===== src/rtl/tx_word_serializer_pkg.sv =====
// Shared constants for the word-to-byte transmit serializer.
// Holds state encodings and byte-counter sizing helpers.
package tx_word_serializer_pkg;

  localparam int WORD_W_DFLT    = 128;
  localparam int BYTE_W_DFLT    = 8;
  localparam int DEPTH_DFLT     = 2;
  localparam int BYTES_PER_WORD = WORD_W_DFLT / BYTE_W_DFLT;
  localparam int BCNT_W         = $clog2(BYTES_PER_WORD);

  localparam logic [0:0] ST_IDLE = 1'b0;
  localparam logic [0:0] ST_SEND = 1'b1;

  // A single-byte word still needs a one-bit counter.
  function automatic int bcnt_width(input int bpw);
    return (bpw > 1) ? $clog2(bpw) : 1;
  endfunction

endpackage


===== src/rtl/tx_word_serializer_fifo.sv =====
// DEPTH x W synchronous FIFO with async reset.
// A write into a full FIFO is accepted when a pop happens on the same edge.
module word_fifo #(
  parameter int W     = 128,
  parameter int DEPTH = 2
) (
  input  logic                     clock,
  input  logic                     reset,
  input  logic                     wr,
  input  logic [W-1:0]             wdata,
  input  logic                     rd,
  output logic [W-1:0]             rdata,
  output logic                     full,
  output logic                     empty,
  output logic [$clog2(DEPTH):0]   count
);

  localparam int AW = $clog2(DEPTH);

  logic [W-1:0]  mem [DEPTH];
  logic [AW-1:0] wr_ptr;
  logic [AW-1:0] rd_ptr;
  logic          wr_ok;
  logic          rd_ok;

  assign full  = (count == ($clog2(DEPTH)+1)'(DEPTH));
  assign empty = (count == '0);
  assign rd_ok = rd && !empty;
  assign wr_ok = wr && (!full || rd_ok);
  assign rdata = mem[rd_ptr];

  always_ff @(posedge clock) begin
    if (wr_ok) begin
      mem[wr_ptr] <= wdata;
    end
  end

  always_ff @(posedge clock or posedge reset) begin
    if (reset) begin
      wr_ptr <= '0;
      rd_ptr <= '0;
      count  <= '0;
    end else begin
      if (wr_ok) begin
        wr_ptr <= wr_ptr + 1'b1;
      end
      if (rd_ok) begin
        rd_ptr <= rd_ptr + 1'b1;
      end
      case ({wr_ok, rd_ok})
        2'b10:   count <= count + 1'b1;
        2'b01:   count <= count - 1'b1;
        default: count <= count;
      endcase
    end
  end

endmodule


===== src/rtl/tx_word_serializer.sv =====
// Buffers result words and streams them MSB byte first
// over a valid/ready byte handshake to the UART transmitter.
module tx_word_serializer
  import tx_word_serializer_pkg::*;
#(
  parameter int WORD_W = WORD_W_DFLT,
  parameter int BYTE_W = BYTE_W_DFLT,
  parameter int DEPTH  = DEPTH_DFLT
) (
  input  logic              clock,
  input  logic              reset,
  input  logic [WORD_W-1:0] tx_data,
  input  logic              tx_wr,
  output logic [BYTE_W-1:0] byte_out,
  output logic              byte_valid,
  input  logic              byte_ready,
  output logic              word_done,
  output logic              busy,
  output logic              overflow
);

  localparam int BPW   = WORD_W / BYTE_W;
  localparam int CNT_W = bcnt_width(BPW);
  localparam logic [CNT_W-1:0] LAST = CNT_W'(BPW - 1);

  logic [0:0]             state;
  logic [WORD_W-1:0]      shreg;
  logic [CNT_W-1:0]       bcnt;
  logic [WORD_W-1:0]      fifo_rdata;
  logic                   fifo_full;
  logic                   fifo_empty;
  logic [$clog2(DEPTH):0] fifo_count;
  logic                   hs;
  logic                   last;
  logic                   pop;

  word_fifo #(
    .W     (WORD_W),
    .DEPTH (DEPTH)
  ) u_fifo (
    .clock (clock),
    .reset (reset),
    .wr    (tx_wr),
    .wdata (tx_data),
    .rd    (pop),
    .rdata (fifo_rdata),
    .full  (fifo_full),
    .empty (fifo_empty),
    .count (fifo_count)
  );

  assign byte_valid = (state == ST_SEND);
  assign byte_out   = shreg[WORD_W-1 -: BYTE_W];
  assign busy       = (fifo_count != '0) || (state == ST_SEND);

  assign hs   = byte_valid && byte_ready;
  assign last = (bcnt == LAST);

  // Reload straight from the FIFO on the final handshake so words chain
  // without a bubble.
  assign pop = !fifo_empty &&
               ((state == ST_IDLE) || (hs && last));

  always_ff @(posedge clock or posedge reset) begin
    if (reset) begin
      state     <= ST_IDLE;
      shreg     <= '0;
      bcnt      <= '0;
      word_done <= 1'b0;
      overflow  <= 1'b0;
    end else begin
      word_done <= 1'b0;
      if (tx_wr && fifo_full && !pop) begin
        overflow <= 1'b1;
      end
      case (state)
        ST_IDLE: begin
          if (!fifo_empty) begin
            shreg <= fifo_rdata;
            bcnt  <= '0;
            state <= ST_SEND;
          end
        end
        ST_SEND: begin
          if (hs) begin
            if (!last) begin
              shreg <= shreg << BYTE_W;
              bcnt  <= bcnt + 1'b1;
            end else begin
              word_done <= 1'b1;
              bcnt      <= '0;
              if (!fifo_empty) begin
                shreg <= fifo_rdata;
              end else begin
                state <= ST_IDLE;
              end
            end
          end
        end
        default: state <= ST_IDLE;
      endcase
    end
  end

endmodule


===== config.mk =====
export PLATFORM = sky130hd
export DESIGN_NAME = tx_word_serializer
export DESIGN_NICKNAME = d
export VERILOG_FILES = /design/src/rtl/tx_word_serializer_pkg.sv /design/src/rtl/tx_word_serializer_fifo.sv /design/src/rtl/tx_word_serializer.sv
export SDC_FILE = /design/constraint.sdc
export NUM_CORES = 1
export LEC_CHECK = 0
export CORE_MARGIN = 10
export CORE_UTILIZATION = 30
export CTS_CLUSTER_DIAMETER = 60
export DETAILED_ROUTE_END_ITERATION = 6
export SLEW_MARGIN = 20
export SYNTH_ARGS = -nofsm -noshare
export SYNTH_HDL_FRONTEND = slang
export SYNTH_SLANG_ARGS = --single-unit

===== constraint.sdc =====
create_clock -name clock -period 7.52 [get_ports clock]
set_input_delay 2.256 -clock clock [delete_from_list [all_inputs] [get_ports clock]]
set_output_delay 2.256 -clock clock [all_outputs]
set_load 0.01 [all_outputs]

Yosys cells after proc, flatten, opt, wreduce, memory -nomap -nowiden:

Memory sizes are Yosys's and may differ from the RTL's.
Index checks and enable logic that the tools add are counted.

* flip-flop bits (word level): 139
* RAM bits: 256
* bits of input ports: 132
* output and inout bits: 12
* logic and storage cells: 56
* memories kept: 1

* add/subtract/negate cells: 5
* eq/ne operators: 6
* mux-type cells: 18
* bitwise operators: 1
* reductions and logical operators: 17

Memory list
* u_fifo.mem: words 2, bits a word 128, rd ports 1, clocked after Yosys merged registers in 0, write ports 1, line tx_word_serializer_fifo.sv:20 `logic [W-1:0] mem [DEPTH];`

Operator list (number)
* 128-bit two-way mux: 3
* 128-bit case mux with 2 select lines: 1
* 4-bit two-way mux: 3
* 1-bit two-way mux: 8
* 4-bit case mux with 2 select lines: 1
* 1-bit logical AND: 7
* 4-bit by 1-bit adder with 4-bit output (second input constant): 1
* 2-bit == test (second input constant): 2
* 4-bit == test (second input constant): 1
* 2-bit case mux with 2 select lines: 1
* 2-bit nonzero test: 2
* 1-bit logical NOT: 3
* 1-bit logical OR: 3
* 1-bit adder (second input constant): 2
* 2-bit by 1-bit adder with 2-bit output (second input constant): 1
* 2-bit by 1-bit == test with 1-bit output (second input constant): 1
* 2-bit logical NOT: 1
* 2-bit by 1-bit != test with 1-bit output (second input constant): 1
* 2-bit != test (second input constant): 1
* 1-bit case mux with 2 select lines: 1
* 2-bit AND reduction: 1
* 2-bit by 1-bit subtractor with 2-bit output (second input constant): 1
* 1-bit NOT: 1

Logic depth before layout (Yosys ltp):

Gate-level depths: netlist of the first run.

* depth after elaboration: 9
* gate-level depth with buffers: 8
* mapped depth without buffers: 7

Hierarchy:

Synthesis of the first run repeated with hierarchy kept, for this count alone.

* cell total of the unflattened synthesis: 921
* area total of the unflattened synthesis: 15677.5 um^2

Modules (own cells, without submodules)
* word_fifo: times used 1, cells each 423, area each 9492.9 um^2, sequential area each 7787.5 um^2
* tx_word_serializer: times used 1, cells each 498, area each 6184.7 um^2, sequential area each 3378.2 um^2

Worst setup path after synthesis of the first run:

OpenSTA, ideal clock, no wires.

* path kind: input port to flip-flop
* start: input byte_ready
* end: memory u_fifo.mem[0][0] (enable)
* library setup time: 0.617 ns
* arrival time: 8.144 ns
* required time: 6.903 ns
* setup slack: -1.240 ns
* cell stages on the path: 4
* path buffers: 1
* path through: clkbuf_1 -> and4_1 -> o31ai_2 -> nor2_1

* cells in the longest elaborated chain, start to end: 9

RTL lines
* from (decl): line tx_word_serializer.sv:16 `input logic byte_ready,`
* 1-bit logical AND: line tx_word_serializer.sv:56 `assign hs = byte_valid && byte_ready;`
* 1-bit logical AND: line tx_word_serializer.sv:62 `((state == ST_IDLE) || (hs && last));`
* 1-bit logical OR: line tx_word_serializer.sv:62
* 1-bit logical AND: line tx_word_serializer.sv:61 `assign pop = !fifo_empty &&`
* 1-bit logical AND: line tx_word_serializer_fifo.sv:28 `assign rd_ok = rd && !empty;`
* 1-bit logical OR: line tx_word_serializer_fifo.sv:29 `assign wr_ok = wr && (!full || rd_ok);`
* 1-bit logical AND: line tx_word_serializer_fifo.sv:29
* 1-bit two-way mux: line tx_word_serializer_fifo.sv:33 `if (wr_ok) begin`
* 1-bit two-way mux (not written as such): line tx_word_serializer_fifo.sv:34 `mem[wr_ptr] <= wdata;`
* to (decl): line tx_word_serializer_fifo.sv:20

No other way between the ends.

Final worst setup path of the first run:

* start: register state (netlist: byte_valid)
* end: output busy

* cells in the longest elaborated chain, start to end: 1

RTL lines
* from (decl): line tx_word_serializer.sv:26 `logic [0:0] state;`
* from (signal assigned): line tx_word_serializer.sv:66 `state <= ST_IDLE;`
* from (signal assigned): line tx_word_serializer.sv:81 `state <= ST_SEND;`
* from (signal assigned): line tx_word_serializer.sv:95 `state <= ST_IDLE;`
* 1-bit logical OR: line tx_word_serializer.sv:54 `assign busy = (fifo_count != '0) || (state == ST_SEND);`
* to (decl): line tx_word_serializer.sv:18 `output logic busy,`

No other way between the ends.

==> results of run 1 <==
==> cell families (layout without fill, tap and decap cells) <==
family | Yosys count | count (layout)
muxes | 129 | 129
and+or+nand+nor | 145 | 145
DFF | 395 | 395
xor gates and xnor gates | 5 | 5
AOI/OAI and AO/OA | 148 | 148
adders and majority gates | 2 | 2
buffers and inverters | 205 | 369
==> state kept, by name, summed over array words and instances, names as in the netlist <==
name and count:
u_fifo.mem 256, shreg 128, bcnt 4, u_fifo.count 2
byte_valid 1, overflow 1, u_fifo.rd_ptr 1, u_fifo.wr_ptr 1
word_done 1
==> placed cells by master (no fill, tap or decap), drive strengths merged, types with 4 or more instances in the layout <==
master / count
clkbuf: 55
clkdlybuf4s50: 143
nand2: 5
a211oi: 9
inv: 126
a21oi: 9
dfrtp: 139
mux2i: 129
bufinv: 6
edfxtp: 256
buf: 16
a221oi: 120
clkinv: 20
nor2: 7
nand3: 4
nor3: 122
==> path summary, 6_finish.rpt <==
path / startpoint / to / cells past startpoint
max in group asynchronous: reset / shreg[33]$_DFFE_PP0P_ / 3
setup / recovery: byte_valid$_DFF_PP0_ / busy / 3
hold / removal: overflow$_DFFE_PP0P_ / overflow$_DFFE_PP0P_ / 1
min in group asynchronous: reset / shreg[23]$_DFFE_PP0P_ / 2
setup reg to reg: bcnt[0]$_DFFE_PP0P_ / shreg[2]$_DFFE_PP0P_ / 5
hold reg to reg: overflow$_DFFE_PP0P_ / overflow$_DFFE_PP0P_ / 1
==> through the flow <==
step / area, sq um / hold WS, ns / setup TNS [ns]
after detailed placement: 18090 / 0.4552 / 0
after CTS: 19720 / 0.4805 / 0
after global placement: 18090 / 0.4536 / 0
after floorplan: 16210 / 0.4681 / -317.50
after global routing: 19720 / 0.5192 / 0
final: 19720 / 0.4645 / 0
==> metal layers <==
metal,global-route usage,share of wire,up-vias
met4,0.03479,0.021,4
met3,0.02817,0.053,57
met5,0,0.00059,-
met1,0.1562,0.45,4480
met2,0.1861,0.47,192
li1,-,-,4149
==> power by group through the flow <==
stage | registers (mW) | logic, mW | clock network, mW
2_1_floorplan | 3.34 | 1.58 | 0
3_3_place_gp | 3.46 | 1.88 | 0
3_5_place_dp | 3.48 | 1.92 | 0
4_1_cts | 3.44 | 1.92 | 2.40
5_1_grt | 3.51 | 2.07 | 2.49
6_report | 3.43 | 1.88 | 2.33
==> synth_stat cells (2+ instances only) <==
master and number:
buf_4 17, a31oi_1 2, a211oi_1 8, a221oi_2 100
nor3_1 122, dfrtp_1 139, xor2_1 2, nor2_1 7
ha_1 2, buf_12 11, o21ai_0 3, nand3_1 3
mux2i_1 129, nand2_1 5, a221oi_1 20, edfxtp_1 256
inv_1 124, a21oi_1 9, clkbuf_1 25, buf_6 3
xnor2_1 3, buf_2 23
==> cell type report <==
class,instances,area share
Multi-Input combinational cell,429,0.2030
Tap cell,696,0.04417
Inverter,124,0.02386
Timing Repair Buffer,159,0.07996
Clock buffer,55,0.06263
Clock inverter,31,0.01986
Sequential cell,395,0.5665
==> critical path, delay by kind of cell (launching register included) <==
family	cells	cell delay, ns
buf+inv	2	0.65
flops	1	0.56
simple gates	1	0.51
==> results.sh, run 1 <==
export IMPL_cts_sinks=395
export IMPL_wl_um=37590
export IMPL_rsz0062_at_grt="false"
export IMPL_row_count=85
export IMPL_register_area_sq_um=11170
export IMPL_placed_cells=1803
export IMPL_synth_area_leaders="edfxtp_1 47%, dfrtp_1 21%, a221oi_2 9.3%"
export IMPL_post_cts_setup_buffers=0
export IMPL_totalPowerFinal_mw=7.642
export IMPL_vias=8882
export IMPL_seq_power_share=0.449
export IMPL_drv_cap=0
export IMPL_synth_seq_area_share=0.6889
export IMPL_worstSetupPathType="reg2out"
export IMPL_ys_types=38
export IMPL_setup_viol=0
export IMPL_hp_class="reg2reg"
export IMPL_finalCritPeriodShare=0.6079
export IMPL_clock_latency_ns=0.60
export IMPL_max_freq_mhz=218.8
export IMPL_initial_core_util=0.3018
export IMPL_switching_share=0.3156
export IMPL_antenna_found_initial=2
export IMPL_power_leakage_nw=7.849
export IMPL_io_pins=144
export IMPL_vdd_ir_drop_max_uv=173.9
export IMPL_postLayoutCoreUtil=0.3671
export IMPL_synthArstFlopShare=0.3519
export IMPL_chipHeight_um=252.4
export IMPL_synthSimpleGateAreaFrac=0.04493
export IMPL_overflow=0
export IMPL_wl_per_cell_um=19.90
export IMPL_first_global_vias=9478
export IMPL_p_comb_frac=0.246
export IMPL_synthMuxAreaShare=0.07967
export IMPL_synth_xor_area_frac=0.002702
export IMPL_path_cells="nor3_1 > inv_1 > clkdlybuf4s50_1"
export IMPL_critPathSlowestCell="dfrtp_1"
export IMPL_avgSynthCellArea_sq_um=15.75
export IMPL_syn_nets=1163
export IMPL_cts_root_buf="clkbuf_16"
export IMPL_hold_viol=0
export IMPL_p_per_area_nw_per_um2=387.6
export IMPL_gp_congestion=0.7389
export IMPL_synth_top_family_by_area="compound AO/OA/AOI/OAI gates"
export IMPL_clockPowerShare=0.305
export IMPL_synth_compound_area_frac=0.1164
export IMPL_fin_nets=1289
export IMPL_syn_cell_area_sq_um=16210
export IMPL_tritoncts="yes"
export IMPL_place_hpwl_um=23430
export IMPL_intPower_mw=5.230
export IMPL_area_growth_pct=21.65
export IMPL_period_needed_ns=4.571
export IMPL_grt_pass1_wl_um=57950
export IMPL_fin_skew_ns=0.03760
export IMPL_relSlewSlack=0.2856
export IMPL_worst_ep_arrival_time_ns=2.32
export IMPL_synth_adder_area_share=0.001544
export IMPL_cts_hold_fix_buffers=0
export IMPL_critPathLaunchType="flop"
export IMPL_via_per_inst=4.702
export IMPL_worst_pin_slew_ns=1.072
export IMPL_grt_usage=0.1173
export IMPL_ys_seq_elements=395
export IMPL_dieArea_sq_um=63720
export IMPL_die_width_um=252.4
export IMPL_crit_path_max_incr_delay_ns=0.56
export IMPL_ys_flop_type="edfxtp_1"
export IMPL_n_antenna_cell=0
export IMPL_grt_max_degree=97
export IMPL_yosys_area_top_type="edfxtp_1"
export IMPL_detail_route_antenna_nets=0
export IMPL_fill_cells=5012
export IMPL_synth_cells=1029
export IMPL_fin_ws_ns=2.949
export IMPL_final_cells=1889
export IMPL_critPathMaxFanout=13
export IMPL_clk_pin_slew_ns=0.05
export IMPL_synth_edf_count=256
export IMPL_p_sw_mw=2.412
export IMPL_cts_max_level=2
export IMPL_yosysTopAreaCellShare=0.4743
export IMPL_critPathRequiredTime_ns=5.26
export IMPL_drive_gt1_frac=0.1718
export IMPL_reg2reg_slack_ns=4.65
export IMPL_drc=0
export IMPL_portBuffers=143
export IMPL_post_cts_resized=0
export IMPL_clockBufferDepth=3
export IMPL_cts_made_buffers=46
export IMPL_outcome="completed"
export IMPL_first_pass_iters=5
export IMPL_multiInputGateArea_sq_um=4003
export IMPL_dp_slack_ns=2.576
export IMPL_core_area_sq_um=53710
export IMPL_drt_iter0_drc=516
export IMPL_slew_viol_final=0
export IMPL_crit_path_end_kind="output pin"
export IMPL_yosys_warnings=0
Note: power is estimated with default switching activity, not from simulation.
==> run 2, diff against run 1 <==
Clock period 7.52 ns to 4.1 ns, I/O delays scaled along.
==> results.sh, run 2 (synthesis gave the netlist of run 1 again) <==
export IMPL_row_count=85
export IMPL_detail_route_antenna_nets=0
export IMPL_mostFrequentLayoutCell="edfxtp_1"
export IMPL_crit_path_max_incr_delay_ns=0.54
export IMPL_grt_usage=0.1161
export IMPL_core_area_sq_um=53710
export IMPL_antenna_found_initial=1
export IMPL_drv_cap=0
export IMPL_multiInputGateArea_sq_um=4014
export IMPL_p_comb_frac=0.262
export IMPL_cts_max_level=2
export IMPL_power_leakage_nw=7.846
export IMPL_drt_iter0_drc=514
export IMPL_vdd_ir_drop_max_uv=327.6
export IMPL_portBuffers=143
export IMPL_io_pins=144
export IMPL_placed_area_sq_um=18260
export IMPL_critPathLaunchType="flop"
export IMPL_n_antenna_cell=0
export IMPL_path_cells="nor3_1 > inv_1 > clkdlybuf4s50_1"
export IMPL_relSlewSlack=0.5909
export IMPL_via_per_inst=4.717
export IMPL_clock_latency_ns=0.57
export IMPL_register_area_sq_um=11170
export IMPL_layout_common_cells="256 x edfxtp_1, 143 x clkdlybuf4s50_1, 138 x dfrtp_1"
export IMPL_overflow=0
export IMPL_largest_reg_flops=256
export IMPL_post_cts_setup_buffers=0
export IMPL_grt_pass1_wl_um=57570
export IMPL_chipHeight_um=252.4
export IMPL_placed_cells=1806
export IMPL_first_global_vias=9526
export IMPL_hold_start="overflow$_DFFE_PP0P_"
export IMPL_setup_viol=0
export IMPL_seq_power_share=0.449
export IMPL_max_freq_mhz=294.2
export IMPL_die_width_um=252.4
export IMPL_rsz0062_at_grt="false"
export IMPL_post_cts_resized=0
export IMPL_fin_setup_tns_ns=0
export IMPL_hold_worst_slack_ns=0.4560
export IMPL_wl_per_cell_um=19.50
export IMPL_gp_congestion=0.7453
export IMPL_cts_made_buffers=46
export IMPL_critPathMaxFanout=13
export IMPL_cp_startpoint="byte_valid$_DFF_PP0_"
export IMPL_reg2reg_slack_ns=1.78
export IMPL_drive_gt1_frac=0.1681
export IMPL_period_needed_ns=3.399
export IMPL_area_growth_pct=22.00
export IMPL_worst_pin_slew_ns=0.6114
export IMPL_cts_root_buf="clkbuf_16"
export IMPL_fin_nets=1293
export IMPL_worstSetupPathType="reg2out"
export IMPL_fin_skew_ns=0.02636
export IMPL_dieArea_sq_um=63720
export IMPL_hold_viol=0
export IMPL_drc=0
export IMPL_tritoncts="yes"
export IMPL_grt_max_degree=92
export IMPL_clk_pin_slew_ns=0.06
export IMPL_cts_hold_fix_buffers=0
export IMPL_path_buf_inv=2
export IMPL_finalCritPeriodShare=0.8290
export IMPL_slew_viol_final=0
export IMPL_outcome="completed"
export IMPL_reg2reg_from="bcnt[0]$_DFFE_PP0P_"
export IMPL_fill_cells=5026
export IMPL_wl_um=36900
export IMPL_vias=8924
export IMPL_hp_class="reg2reg"
export IMPL_regMostFlops="u_fifo.mem"
export IMPL_cp_top_family="buffers and inverters"
export IMPL_critPathSlowestCell="dfrtp_1"
export IMPL_initial_core_util=0.3018
export IMPL_clockBufferDepth=3
export IMPL_switching_share=0.3147
export IMPL_worst_ep_arrival_time_ns=2.17
export IMPL_critPathRequiredTime_ns=2.87
export IMPL_intPower_mw=9.474
export IMPL_first_pass_iters=6
export IMPL_crit_path_end_kind="output pin"
export IMPL_place_hpwl_um=23130
export IMPL_p_per_area_nw_per_um2=699.2
export IMPL_reg_top3="u_fifo.mem x256, shreg x128, bcnt x4"
export IMPL_cts_sinks=395
export IMPL_p_sw_mw=4.351
export IMPL_final_cells=1892
export IMPL_clockPowerShare=0.290
export IMPL_stdcell_area_sq_um=19770
==> run 2: final cells by class <==
| class | instances | area share |
|---|---|---|
| clock buffer | 62 | 0.06435 |
| inverter | 124 | 0.02373 |
| multi-input combinational | 429 | 0.2030 |
| tap | 696 | 0.04404 |
| timing repair buffer | 163 | 0.08922 |
| clock inverter | 23 | 0.01082 |
| sequential | 395 | 0.5649 |
==> run 2: power groups by stage <==
stage	Clock (mW)	Combinational (mW)	Sequential, mW
after floorplan	0	2.92	6.03
after global placement	0	3.61	6.25
after detailed placement	0	3.69	6.29
after CTS	4.12	3.70	6.22
after global routing	4.27	3.99	6.35
final	4.00	3.62	6.20
==> run 2: routing by layer <==
layer,GRT usage,vias up,part of all wire
met5,0,-,0.00035
met4,0.03860,2,0.025
met3,0.02827,59,0.055
met2,0.1794,200,0.46
met1,0.1570,4507,0.46
li1,-,4156,-
==> run 2: stage by stage <==
stage	power, mW	worst slack [ns]	util
after floorplan	8.957	0.02147	-
after global placement	9.865	0.7088	0.3400
after detailed placement	9.974	0.7048	0.3400
after CTS	14.03	0.6606	0.3677
after global routing	14.61	0.5599	0.3682
final	13.83	0.7009	0.3682
==> run 2: worst paths after layout <==
check                                        end  cells after the start
setup / recovery                            busy                      3
hold / removal              overflow$_DFFE_PP0P_                      1
setup reg to reg           shreg[51]$_DFFE_PP0P_                      6
hold reg to reg             overflow$_DFFE_PP0P_                      1
max in group asynchronous  shreg[69]$_DFFE_PP0P_                      3
min in group asynchronous  shreg[40]$_DFFE_PP0P_                      2
